## src/rtl/ccff_loader_pkg.sv

```systemverilog
// Shared definitions for the configuration-chain loader: register map,
// control/status bit positions and the shift FSM state encoding.
package ccff_loader_pkg;

   localparam logic [1:0] REG_CTRL   = 2'd0;
   localparam logic [1:0] REG_LEN    = 2'd1;
   localparam logic [1:0] REG_DATA   = 2'd2;
   localparam logic [1:0] REG_STATUS = 2'd3;

   localparam int CTRL_START      = 0;
   localparam int CTRL_PROG_RESET = 1;
   localparam int CTRL_ABORT      = 2;

   localparam int STAT_BUSY      = 0;
   localparam int STAT_DONE      = 1;
   localparam int STAT_EMPTY     = 2;
   localparam int STAT_FULL      = 3;
   localparam int STAT_STARVED   = 4;
   localparam int STAT_LEVEL_LSB = 8;

   typedef enum logic [2:0] {
      ST_IDLE,
      ST_LOAD,
      ST_SHIFT_LO,
      ST_SHIFT_HI,
      ST_DONE
   } state_t;

endpackage

```

## src/rtl/ccff_word_fifo.sv

```systemverilog
// Synchronous 32-bit word FIFO with flush; a pop and a push in the same
// cycle are both honoured, even when full.
module ccff_word_fifo #(
   parameter int DEPTH = 8
) (
   input  logic        clk,
   input  logic        rst,
   input  logic        push,
   input  logic        pop,
   input  logic        flush,
   input  logic [31:0] wdata,
   output logic [31:0] rdata,
   output logic        full,
   output logic        empty,
   output logic [7:0]  level
);

   localparam int AW = $clog2(DEPTH);
   localparam logic [7:0] DEPTH_L = 8'(DEPTH);

   logic [31:0]   mem [DEPTH];
   logic [AW-1:0] wr_ptr;
   logic [AW-1:0] rd_ptr;
   logic          do_push;
   logic          do_pop;

   assign full    = (level == DEPTH_L);
   assign empty   = (level == 8'd0);
   assign rdata   = mem[rd_ptr];
   assign do_pop  = pop & ~empty;
   assign do_push = push & (~full | do_pop);

   // NOTE: sequential state uses non-blocking assignments so every register samples pre-edge values.
   always_ff @(posedge clk) begin
      if (rst || flush) begin
         wr_ptr <= '0;
         rd_ptr <= '0;
         level  <= 8'd0;
      end else begin
         if (do_push) wr_ptr <= wr_ptr + 1'b1;
         if (do_pop)  rd_ptr <= rd_ptr + 1'b1;
         case ({do_push, do_pop})
            2'b10:   level <= level + 8'd1;
            2'b01:   level <= level - 8'd1;
            default: level <= level;
         endcase
      end
   end

   // NOTE: the storage array is deliberately not reset; pointers and level define validity.
   always_ff @(posedge clk) begin
      if (do_push) mem[wr_ptr] <= wdata;
   end

endmodule

```

## src/rtl/ccff_loader.sv

```systemverilog
// Wishbone-programmable loader: queues bitstream words and shifts them
// MSB-first onto ccff_head with a divided, registered prog_clk.
module ccff_loader
   import ccff_loader_pkg::*;
#(
   parameter int CLK_DIV    = 4,
   parameter int FIFO_DEPTH = 8
) (
   input  logic        wb_clk_i,
   input  logic        wb_rst_i,
   input  logic        wbs_stb_i,
   input  logic        wbs_cyc_i,
   input  logic        wbs_we_i,
   input  logic [3:0]  wbs_sel_i,
   input  logic [31:0] wbs_adr_i,
   input  logic [31:0] wbs_dat_i,
   output logic        wbs_ack_o,
   output logic [31:0] wbs_dat_o,
   output logic        prog_clk_o,
   output logic        prog_reset_o,
   output logic        ccff_head_o,
   input  logic        ccff_tail_i,
   output logic        busy_o
);

   localparam int HALF = CLK_DIV / 2;
   localparam int DW   = (HALF > 1) ? $clog2(HALF) : 1;
   localparam logic [DW-1:0] HALF_LAST = DW'(HALF - 1);

   logic [1:0]    reg_sel;
   logic          wb_req, wb_accept, wr_en;
   logic          start_pend, abort_cmd, done_clr, starved_clr;
   logic [31:0]   len_q, readback, rd_mux;
   logic          fifo_push, fifo_pop, fifo_full, fifo_empty;
   logic [31:0]   fifo_rdata;
   logic [7:0]    fifo_level;
   state_t        state;
   logic [DW-1:0] div_cnt;
   logic [31:0]   shreg, remaining;
   logic [4:0]    bit_idx;
   logic          done_q, starved_q;
   logic          unused_ok;

   assign unused_ok = ^{wbs_sel_i, wbs_adr_i[31:4], wbs_adr_i[1:0]};

   ccff_word_fifo #(.DEPTH(FIFO_DEPTH)) u_fifo (
      .clk   (wb_clk_i),
      .rst   (wb_rst_i),
      .push  (fifo_push),
      .pop   (fifo_pop),
      .flush (abort_cmd),
      .wdata (wbs_dat_i),
      .rdata (fifo_rdata),
      .full  (fifo_full),
      .empty (fifo_empty),
      .level (fifo_level)
   );

   // NOTE: every always_comb output gets a default first so no latch is inferred.
   always_comb begin
      reg_sel     = wbs_adr_i[3:2];
      fifo_pop    = (state == ST_LOAD) && !fifo_empty;
      wb_req      = wbs_stb_i & wbs_cyc_i & ~wbs_ack_o;
      // A DATA write into a full FIFO stalls unless a pop frees a slot this cycle.
      wb_accept   = wb_req & ~(wbs_we_i & (reg_sel == REG_DATA) & fifo_full & ~fifo_pop);
      wr_en       = wb_accept & wbs_we_i;
      fifo_push   = wr_en && (reg_sel == REG_DATA);
      abort_cmd   = wr_en && (reg_sel == REG_CTRL) && wbs_dat_i[CTRL_ABORT];
      done_clr    = wr_en && (reg_sel == REG_STATUS) && wbs_dat_i[STAT_DONE];
      starved_clr = wr_en && (reg_sel == REG_STATUS) && wbs_dat_i[STAT_STARVED];
      rd_mux      = 32'd0;
      case (reg_sel)
         REG_CTRL:   rd_mux[CTRL_PROG_RESET] = prog_reset_o;
         REG_LEN:    rd_mux = len_q;
         REG_DATA:   rd_mux = readback;
         default: begin
            rd_mux[STAT_BUSY]    = busy_o;
            rd_mux[STAT_DONE]    = done_q;
            rd_mux[STAT_EMPTY]   = fifo_empty;
            rd_mux[STAT_FULL]    = fifo_full;
            rd_mux[STAT_STARVED] = starved_q;
            rd_mux[STAT_LEVEL_LSB +: 8] = fifo_level;
         end
      endcase
   end

   always_ff @(posedge wb_clk_i) begin
      if (wb_rst_i) begin
         wbs_ack_o    <= 1'b0;
         wbs_dat_o    <= 32'd0;
         len_q        <= 32'd0;
         prog_reset_o <= 1'b1;
         start_pend   <= 1'b0;
      end else begin
         wbs_ack_o  <= wb_accept;
         wbs_dat_o  <= (wb_accept && !wbs_we_i) ? rd_mux : 32'd0;
         start_pend <= wr_en && (reg_sel == REG_CTRL) && wbs_dat_i[CTRL_START]
                       && !wbs_dat_i[CTRL_ABORT] && !busy_o;
         if (wr_en && reg_sel == REG_CTRL) prog_reset_o <= wbs_dat_i[CTRL_PROG_RESET];
         if (wr_en && reg_sel == REG_LEN && !busy_o) len_q <= wbs_dat_i;
      end
   end

   always_ff @(posedge wb_clk_i) begin
      if (wb_rst_i) begin
         state       <= ST_IDLE;
         div_cnt     <= '0;
         shreg       <= 32'd0;
         remaining   <= 32'd0;
         bit_idx     <= 5'd0;
         prog_clk_o  <= 1'b0;
         ccff_head_o <= 1'b0;
         busy_o      <= 1'b0;
         done_q      <= 1'b0;
         starved_q   <= 1'b0;
         readback    <= 32'd0;
      end else begin
         if (done_clr)    done_q    <= 1'b0;
         if (starved_clr) starved_q <= 1'b0;
         if (abort_cmd) begin
            state      <= ST_IDLE;
            div_cnt    <= '0;
            prog_clk_o <= 1'b0;
            busy_o     <= 1'b0;
         end else begin
            case (state)
               ST_IDLE: begin
                  if (start_pend) begin
                     busy_o    <= 1'b1;
                     remaining <= len_q;
                     if (len_q == 32'd0) begin
                        state  <= ST_DONE;
                        done_q <= 1'b1;
                     end else begin
                        state <= ST_LOAD;
                     end
                  end
               end
               ST_LOAD: begin
                  if (!fifo_empty) begin
                     shreg       <= fifo_rdata;
                     ccff_head_o <= fifo_rdata[31];
                     bit_idx     <= 5'd31;
                     div_cnt     <= '0;
                     state       <= ST_SHIFT_LO;
                  end else begin
                     starved_q <= 1'b1;
                  end
               end
               ST_SHIFT_LO: begin
                  if (div_cnt == HALF_LAST) begin
                     div_cnt    <= '0;
                     prog_clk_o <= 1'b1;
                     state      <= ST_SHIFT_HI;
                  end else begin
                     div_cnt <= div_cnt + 1'b1;
                  end
               end
               ST_SHIFT_HI: begin
                  if (div_cnt == '0) readback <= {readback[30:0], ccff_tail_i};
                  if (div_cnt == HALF_LAST) begin
                     div_cnt    <= '0;
                     prog_clk_o <= 1'b0;
                     remaining  <= remaining - 32'd1;
                     // A partial final word ends here mid-word; its low bits are never shifted.
                     if (remaining == 32'd1) begin
                        state  <= ST_DONE;
                        done_q <= 1'b1;
                     end else if (bit_idx == 5'd0) begin
                        state <= ST_LOAD;
                     end else begin
                        shreg       <= {shreg[30:0], 1'b0};
                        ccff_head_o <= shreg[30];
                        bit_idx     <= bit_idx - 5'd1;
                        state       <= ST_SHIFT_LO;
                     end
                  end else begin
                     div_cnt <= div_cnt + 1'b1;
                  end
               end
               ST_DONE: begin
                  state  <= ST_IDLE;
                  busy_o <= 1'b0;
               end
               default: begin
                  state  <= ST_IDLE;
                  busy_o <= 1'b0;
               end
            endcase
         end
      end
   end

endmodule

```

## config.mk

```make
export PLATFORM = sky130hd
export DESIGN_NAME = ccff_loader
export DESIGN_NICKNAME = d
export VERILOG_FILES = /design/src/rtl/ccff_loader_pkg.sv /design/src/rtl/ccff_word_fifo.sv /design/src/rtl/ccff_loader.sv
export SDC_FILE = /design/constraint.sdc
export NUM_CORES = 1
export LEC_CHECK = 0
export CAP_MARGIN = 20
export CORE_UTILIZATION = 40
export CTS_BUF_LIST = sky130_fd_sc_hd__clkbuf_4
export DETAILED_ROUTE_END_ITERATION = 10
export GPL_TIMING_DRIVEN = 0
export PLACE_DENSITY = 0.59
export SYNTH_ARGS = -nofsm -noshare
export SYNTH_HDL_FRONTEND = slang
export SYNTH_HIERARCHICAL = 1
export SYNTH_SLANG_ARGS = --single-unit
export TNS_END_PERCENT = 20
```

## constraint.sdc

```tcl
create_clock -name wb_clk_i -period 8.6 [get_ports wb_clk_i]
set_input_delay 2.58 -clock wb_clk_i [delete_from_list [all_inputs] [get_ports wb_clk_i]]
set_output_delay 2.58 -clock wb_clk_i [all_outputs]
set_load 0.01 [all_outputs]
```

# --- After elaboration in Yosys (flattened, before gate mapping) ---
# Memory sizes are Yosys's and may differ from the RTL's. A register that Yosys moved wholly into a read port is not among the register bits.
# Cells that the tools add are included.
classes:
  n_mux: 56
  n_eq_ne: 16
  n_addsub: 7
  n_reduce_logical: 39
  n_bitwise: 19
op_table:
  columns: ["cell", "count"]
  rows:
  - ["$mux 31", 4]
  - ["$mux 32", 2]
  - ["$pmux 32 s2", 1]
  - ["$pmux 31 s2", 1]
  - ["$eq 32x1->1 const B", 1]
  - ["$logic_not 32->1", 1]
  - ["$pmux 16 s2", 1]
  - ["$sub 32x1->32 const B", 1]
  - ["$mux 3", 8]
  - ["$pmux 8 s3", 1]
  - ["$mux 1", 21]
  - ["$mux 5", 4]
  - ["$pmux 8 s2", 1]
  - ["$logic_and 1x1->1", 13]
  - ["$ne 2x2->1 const B", 6]
  - ["$pmux 3 s4", 1]
  - ["$pmux 1 s2", 5]
  - ["$pmux 5 s2", 1]
  - ["$reduce_bool 2->1", 5]
  - ["$and 1x1->1", 9]
  - ["$not 1->1", 9]
  - ["$pmux 3 s3", 1]
  - ["$add 8x1->8 const B", 1]
  - ["$eq 8x4->1 const B", 1]
  - ["24 further kinds", 38]
word_totals:
  wordCells: 157
  mem_bits_rw: 256
  n_memories: 1
  reg_bits: 190
  out_inout_bits: 37
memory_table:
  columns: ["name", "words", "width", "rd", "rd_ports_with_merged_regs", "wr", "line_no", "text"]
  rows:
  - ["u_fifo.mem", 8, 32, 1, 1, 1, "ccff_word_fifo.sv:21", "logic [31:0] mem [DEPTH];"]

# --- Depth between registers and ports, before layout ---
# Gate-level depths: netlist (run 1).
depth:
  depth_word: 15
  ltp_mapped: 16
  mapped_depth_nobuf: 15

# --- Cells and area by module ---
# The synthesis (run 1) kept the hierarchy.
modules_own_cells:
  columns: ["mod", "instances", "area_each_um2", "cells_per_inst"]
  rows:
  - ["ccff_word_fifo", 1, 10621.4, 494]
  - ["ccff_loader", 1, 8129.0, 985]

# --- Worst setup path after synthesis (run 1) ---
# OpenSTA, ideal clock, no wires.
synth_path:
  kind: "in2reg"
  startpoint: "input port wbs_adr_i[2]"
  endpoint: "memory u_fifo.mem[0][0], enable pin"
  arrival_time_ns: 6.432
  cell_stages: 9
  t_required_ns: 8.139
  setup_ns: 0.461
  n_path_buf: 1
  setup_slack_ns: 1.707
  path_cell_list: "inv_1 > ha_1 > clkbuf_1 > a311oi_2 > and2_1 > inv_1 > a41oi_1 > nand2b_1 > nor3_1"
synth_between:
  elab_chain_cells: 11
synth_lines:
  columns: ["item", "line_no", "text"]
  rows:
  - ["from (decl)", "ccff_loader.sv:15", "input logic [31:0] wbs_adr_i,"]
  - ["$eq 2x2->1 (*)", "ccff_loader.sv:65, ccff_loader.sv:67", null]
  - ["$and 1x1->1 (3 in a row)", "ccff_loader.sv:65", "wb_accept = wb_req & ~(wbs_we_i & (reg_sel == REG_DATA) & fifo_full & ~fifo_pop);"]
  - ["$not 1->1", "ccff_loader.sv:65", null]
  - ["$and 1x1->1", "ccff_loader.sv:65", null]
  - ["$and 1x1->1", "ccff_loader.sv:66", "wr_en = wb_accept & wbs_we_i;"]
  - ["$logic_and 1x1->1 (*)", "ccff_loader.sv:67", "fifo_push = wr_en && (reg_sel == REG_DATA);"]
  - ["via fifo_push", "ccff_loader.sv:34", "logic fifo_push, fifo_pop, fifo_full, fifo_empty;"]
  - ["$and 1x1->1 (*)", "ccff_word_fifo.sv:31", "assign do_push = push & (~full | do_pop);"]
  - ["$mux 1 (*)", "ccff_word_fifo.sv:52", "if (do_push) mem[wr_ptr] <= wdata;"]
  - ["$mux 1 (not written as such) (*)", "ccff_word_fifo.sv:52", null]
  - ["to (decl)", "ccff_word_fifo.sv:21", null]
# Mark *: on every way through the listed nets, which the timed path passes. The rest lies on a longest branch.

# --- Worst setup path after layout (run 1) ---
layout_path:
  startpoint: "input port wbs_adr_i[2]"
  endpoint: "memory u_fifo.mem[0][18], enable pin"
# The elaborated chain is that of the path after synthesis.

==> out/results.txt, run 1 <==
Mux contribution to synthesized area = 0.1154
Reg2reg end = u_fifo/mem[0][18]$_DFFE_PP_
DRC violation count after routing = 0
Crit share post-route = 0.7053
Die Y-Extent = 218.5 um
Post-route ant nets = 0
Crit Path Max Fanout = 10
Mapped Avg Cell Area = 12.68 um2
Setup TNS = 0 ns
Synth Net Count = 1571
Non-Filler Instances = 2388
Count leader, synth = edfxtp_1
Clock slew at reported path FFs = 0.08 ns
Final #Nets = 1779
Post-synth EDFFs = 256
TritonCTS Sinks = 449
Async SR Flop Fraction = 0
Switching Share = 0.2198
Compound-Gate Fraction of Synth Area = 0.1210
CP Capture Point = u_fifo/mem[0][18]$_DFFE_PP_
Sequential share of power = 0.523
Sw Pwr = 955.5 uW
Adder-Cell Fraction of Synth Area = 0.01241
Max-slew violation count = 0
Synth-to-layout area growth = 18.15%
Max-slew headroom = 0.3865
RSZ-0062 raised after global routing = false
Hold-fix buffers, CTS = 0
DR pass1 iterations = 5
WS Path Type = primary input to register
CTS tree = yes
Post-CTS sizing = 0
Status = finished, final reports clean
Initial DRC count = 1061
Clock latency at the later pin of the worst-skew pair = 0.87 ns
Initial antenna violation count = 1
R2r setup slk = 3.87 ns
Min-delay worst type = register to register
IO Pins = 111
Clock buffer depth = 3
Initial core utilization = 0.4097
Hold Vio Cnt, Final = 0
Cell variety after synth = 75
Least-Margin Pin Slew = 0.9202 ns
Placed cell count = 2169
Total congestion overflow = 0
# Post-CTS Setup Buffers = 0
Area fraction of the dominant cell type after synthesis = 0.4100
Vias/cell = 5.547
Top cells by area, synth = edfxtp_1 41%, dfxtp_1 21%, mux4_2 7.7%
Max-cap viol count = 0
Critical path arrival = 6.61 ns
Synthesized area = 18750 um2
Logic pwr share = 0.025
CP required = 9.15 ns
CTS buffer count = 116
Worst setup margin = 2.534 ns
I/O Buffers = 76
Root Buffer = clkbuf_4
Pwr Density = 196.3 nW/um2
Setup crit end kind = register
Clock Power Share = 0.452
Final min period = 6.066 ns
Die area = 47750 um2
WHS Path Cells = 2
Largest family of logic cells by synthesized area = compound AO/OA/AOI/OAI gates
Core Area = 45770 um2
Synth Flop Type = edfxtp_1
Pin count of the biggest net entering global routing = 26
Final setup vio count = 0
Achievable clock frequency = 164.9 MHz
Launch point of the worst path = wbs_adr_i[2]
Share of layout cells above drive strength 1 = 0.2194
Peak VDD IR = 0.1316 mV
FP Rows = 78
FF+latch count, synth = 449
Xor/xnor share of the synthesized area = 0.003270
Tot GR Track Use = 0.2179
Routed len/inst = 21.37 um
Leakage = 0.007442 uW
Die X = 218.5 um
Post-synthesis simple-gate area fraction = 0.1026
RR Startpoint = u_fifo/level[2]$_SDFFE_PP0P_
Worst clock skew = 0.06210 ns
Post-synthesis sequential area ratio = 0.6160
Post-synth top cells = 256 x edfxtp_1, 193 x dfxtp_1, 183 x nand2_1
Synth warn = 6
H-tree Lvls = 3
Synth area leader = edfxtp_1
Dpl ws = 1.683 ns
Cell-internal power = 3392 uW
Worst r2r path cells = 13
First-pass GRT wire length = 77890 um
DPL Wire Length = 34510 um
Mapped Cells = 1479
Startpoint class of the critical path = primary input
Vias = 13250
RD Place Congestion = 0.9552
Vias in the first global route = 13160
Drt total wl = 51020 um
==> cells by family after synthesis <==
group | count (synthesis)
flops | 449
fa+ha+maj | 18
compound gates | 328
simple gates | 416
mux | 132
buf+inv | 129
xor+xnor | 7
==> power groups by stage <==
stage | sequential (uW) | combinational [uW] | clock, uW
6_report | 2280 | 107 | 1960
5_1_grt | 2270 | 116 | 2150
4_1_cts | 2270 | 108 | 2020
3_5_place_dp | 2320 | 108 | 0
3_3_place_gp | 2320 | 105 | 0
2_1_floorplan | 2320 | 44.1 | 0
==> worst min-delay path by stage <==
| stage | startpoint | endpoint | slack (ns) |
|---|---|---|---|
| final | readback[16]$_SDFFE_PP0P_ | readback[17]$_SDFFE_PP0P_ | 0.46 |
| after detailed placement | readback[31]$_SDFFE_PP0P_ | readback[31]$_SDFFE_PP0P_ | 0.46 |
| after global placement | readback[31]$_SDFFE_PP0P_ | readback[31]$_SDFFE_PP0P_ | 0.45 |
| after global routing | readback[28]$_SDFFE_PP0P_ | readback[29]$_SDFFE_PP0P_ | 0.48 |
| after CTS | readback[13]$_SDFFE_PP0P_ | readback[14]$_SDFFE_PP0P_ | 0.45 |
| after floorplan | shreg[0]$_SDFFE_PP0P_ | shreg[0]$_SDFFE_PP0P_ | 0.43 |
==> through the flow <==
step           instance area, um2  utilization  power (uW)  hold slack, ns
2_1_floorplan               18750            -        2364          0.4277
3_3_place_gp                20260       0.4427        2427          0.4464
4_1_cts                     22150       0.4840        4408          0.4459
3_5_place_dp                20520       0.4484        2430          0.4556
6_report                    22150       0.4840        4348          0.4585
5_1_grt                     22150       0.4840        4539          0.4801
==> layout make-up <==
type / count / area [um2]
Fill cell: 4071 / 23620
Clock buffer: 190 / 1426
Antenna cell: 1 / 2.502
Inverter: 22 / 82.58
Clock inverter: 28 / 201.4
Sequential cell: 449 / 11550
Multi-Input combinational cell: 901 / 6705
Tap cell: 600 / 750.7
Buffer: 107 / 466.7
Timing Repair Buffer: 90 / 967.2
==> routing by layer <==
| layer | vias up | global-route usage | routed length, um |
|---|---|---|---|
| met5 | - | 0 | 0 |
| met4 | 0 | 0.08951 | 1370 |
| met3 | 94 | 0.05317 | 3452 |
| met2 | 461 | 0.3348 | 23410 |
| met1 | 6597 | 0.2940 | 22790 |
| li1 | 6095 | - | - |
==> sequential cells by signal, summed over array words and instances (netlist names), named ones only <==
register	count
bit_idx	5
busy_o	1
ccff_head_o	1
div_cnt	1
done_q	1
len_q	32
prog_clk_o	1
prog_reset_o	1
readback	32
remaining	32
shreg	31
start_pend	1
starved_q	1
state	3
u_fifo/level	8
u_fifo/mem	256
u_fifo/rd_ptr	3
u_fifo/wr_ptr	3
wbs_ack_o	1
wbs_dat_o	32
==> critical path: stages <==
cell and delay [ns]:
clkdlybuf4s50_1 0.51, inv_1 0.12, ha_1 0.14, clkbuf_1 0.38
clkbuf_1 0.51, and2_1 0.36, inv_1 0.07, a41oi_1 0.47
nand2b_1 0.37, nor3_2 0.64, buf_6 0.26, buf_6 0.17
==> placed cells by master (no fill, tap or decap), types with 5 or more instances in the layout <==
master	netlist	final
edfxtp_1	256	256
dfxtp_1	193	193
clkbuf_4	0	190
nand2_1	183	183
a21oi_1	146	146
nor2_1	97	91
clkbuf_1	78	78
clkdlybuf4s50_1	0	76
mux4_2	64	64
mux2i_1	35	35
mux2_2	33	33
a22oi_1	32	32
o21ai_0	32	32
a211oi_2	28	28
nand3_1	24	24
nor3_1	26	24
buf_2	22	22
inv_1	21	21
clkinv_1	0	18
ha_1	17	17
nor4_1	15	15
buf_6	5	12
a31oi_1	11	11
nand2b_1	10	10
nand4_1	10	10
a211oi_1	10	10
a32o_1	8	8
o31ai_1	7	7
o21a_1	6	6
nor2b_1	6	6
nor2_4	0	6
buf_12	0	6
o41ai_1	5	5
or3_1	5	5
or4_1	5	5
Power figures use the tool's default switching activity.
==> run 2, diff against run 1 <==
Settings changed: PLACE_DENSITY 0.59 to 0.61.
Clock period 8.6 ns to 5.5 ns, I/O delays scaled along.
==> run 2 against run 1 <==
  * Critical path depth is the same
  * Power is 50% higher
  * Largest cell class unchanged
  * Setup slack got worse by 2.2 ns
  * Combinational power is 58% higher
  * Clock power increased by 43%
  * Largest power group unchanged
  * Core utilization shrank 0.37 points
  * Sequential share of layout area up 0.40 points
  * Non-clock buffer count is 3 lower
  * Highest routed layer unchanged
  * Clock-buffer cell count is 10 lower
  * Register-to-register slack got worse by 3.2 ns
==> out/results.txt, run 2 (synthesis gave the netlist of run 1 again) <==
Vias in the first global route = 12950
Worst clock skew = 0.05293 ns
Max-slew headroom = 0.3820
Worst r2r path cells = 13
Post-route ant nets = 0
Final #Nets = 1773
Crit share post-route = 0.9460
Initial core utilization = 0.4097
Root Buffer = clkbuf_4
I/O Buffers = 76
DRC violation count after routing = 0
Synth-to-layout area growth = 17.24%
Pin count of the biggest net entering global routing = 27
Initial antenna violation count = 1
Clock buffer depth = 3
Total congestion overflow = 0
Reg with most FFs = u_fifo/mem
Die Y-Extent = 218.5 um
WHS Path Cells = 2
Vias/cell = 5.560
Hold Vio Cnt, Final = 0
Clock slew at reported path FFs = 0.06 ns
TritonCTS Sinks = 449
Number of flip-flops in the largest register = 256
FP Rows = 78
Die X = 218.5 um
Post-CTS sizing = 0
Min-delay worst type = register to register
Final min period = 5.203 ns
Leakage = 0.007323 uW
Final design instance area without fill = 21980 um2
CTS tree = yes
CP required = 6.06 ns
Layout Utilization = 0.4803
DP Area = 20500 um2
RSZ-0062 raised after global routing = false
CTS buffer count = 113
Critical path arrival = 5.76 ns
Non-Filler Instances = 2374
RD Place Congestion = 0.9504
Die area = 47750 um2
Tot GR Track Use = 0.2157
Routed len/inst = 21.21 um
Achievable clock frequency = 192.2 MHz
H-tree Lvls = 3
Dpl ws = -0.7672 ns
Most common cell after layout, fill and taps aside = edfxtp_1
DR pass1 iterations = 5
Share of layout cells above drive strength 1 = 0.2121
Max-slew violation count = 0
# Post-CTS Setup Buffers = 0
Final setup vio count = 0
Setup crit end kind = register
First-pass GRT wire length = 77110 um
Drt total wl = 50350 um
Peak VDD IR = 0.1553 mV
Pwr Density = 297.3 nW/um2
Initial DRC count = 1025
DPL Wire Length = 34380 um
Hold-fix buffers, CTS = 0
Core Area = 45770 um2
Least-Margin Pin Slew = 0.9270 ns
Commonest non-fill, non-tap cells in the layout = 256 x edfxtp_1, 193 x dfxtp_1, 183 x nand2_1, 180 x clkbuf_4, 146 x a21oi_1
Worst setup margin = 0.2972 ns
Clock latency at the later pin of the worst-skew pair = 0.88 ns
WS Path Type = primary input to register
Max-cap viol count = 0
Status = finished, final reports clean
Placed cell count = 2166
Startpoint class of the critical path = primary input
IO Pins = 111
Vias = 13200
Crit Path Max Fanout = 15
## run 2: where the power goes
| part | switching, uW | internal (uW) | total [uW] | leakage, uW |
|---|---|---|---|---|
| clock network | 1330 | 1480 | 2810 | 0.000884 |
| logic | 115 | 53.7 | 169 | 0.00258 |
| registers | 8.05 | 3550 | 3560 | 0.00386 |
| total | 1450 | 5080 | 6530 | 0.00732 |
## run 2: metal layers
metal  GRT usage  vias to the layer above  routed length [um]
li1            -                     6071                   -
met1      0.3060                     6582               22970
met2      0.3253                      472               22810
met3     0.04649                       75                3537
met4     0.07459                        0                1032
met5           0                        -                   0
## run 2: worst paths after layout
| path | end | slack (ns) | from |
|---|---|---|---|
| setup reg to reg | u_fifo/mem[0][27]$_DFFE_PP_ | 0.71 | u_fifo/level[3]$_SDFFE_PP0P_ |
| hold reg to reg | readback[26]$_SDFFE_PP0P_ | 0.46 | readback[25]$_SDFFE_PP0P_ |
| hold / removal | readback[26]$_SDFFE_PP0P_ | 0.46 | readback[25]$_SDFFE_PP0P_ |
| setup / recovery | u_fifo/mem[0][27]$_DFFE_PP_ | 0.30 | wbs_adr_i[2] |
## run 2: area by class of cell
| cell class | instances | area [um2] |
|---|---|---|
| multi-input cells | 901 | 6718 |
| inverters | 22 | 82.58 |
| clock inverters | 27 | 120.1 |
| repair buffers | 87 | 940.9 |
| clock buffers | 180 | 1351 |
| flip-flops and latches | 449 | 11550 |
| fillers | 4119 | 23790 |
| diodes | 1 | 2.502 |
| plain buffers | 107 | 466.7 |
| well taps | 600 | 750.7 |
## run 2: worst max-delay path, cell delays in order
cell and delay (ns):
clkdlybuf4s50_1 0.56, inv_1 0.09, ha_1 0.20, clkbuf_1 0.25, a311oi_2 0.55, and2_1 0.34, inv_1 0.07, a41oi_1 0.51
nand2b_1 0.41, nor3_4 0.63, buf_8 0.27, buf_8 0.19
## run 2: per-stage QoR
stage          TNS [ns]  hold slack, ns  total power [uW]
2_1_floorplan    -14.18          0.4277              3697
3_3_place_gp    -597.47          0.4452              3795
3_5_place_dp     -53.71          0.4634              3800
4_1_cts               0          0.4588              6613
5_1_grt               0          0.4907              6819
6_report              0          0.4645              6535
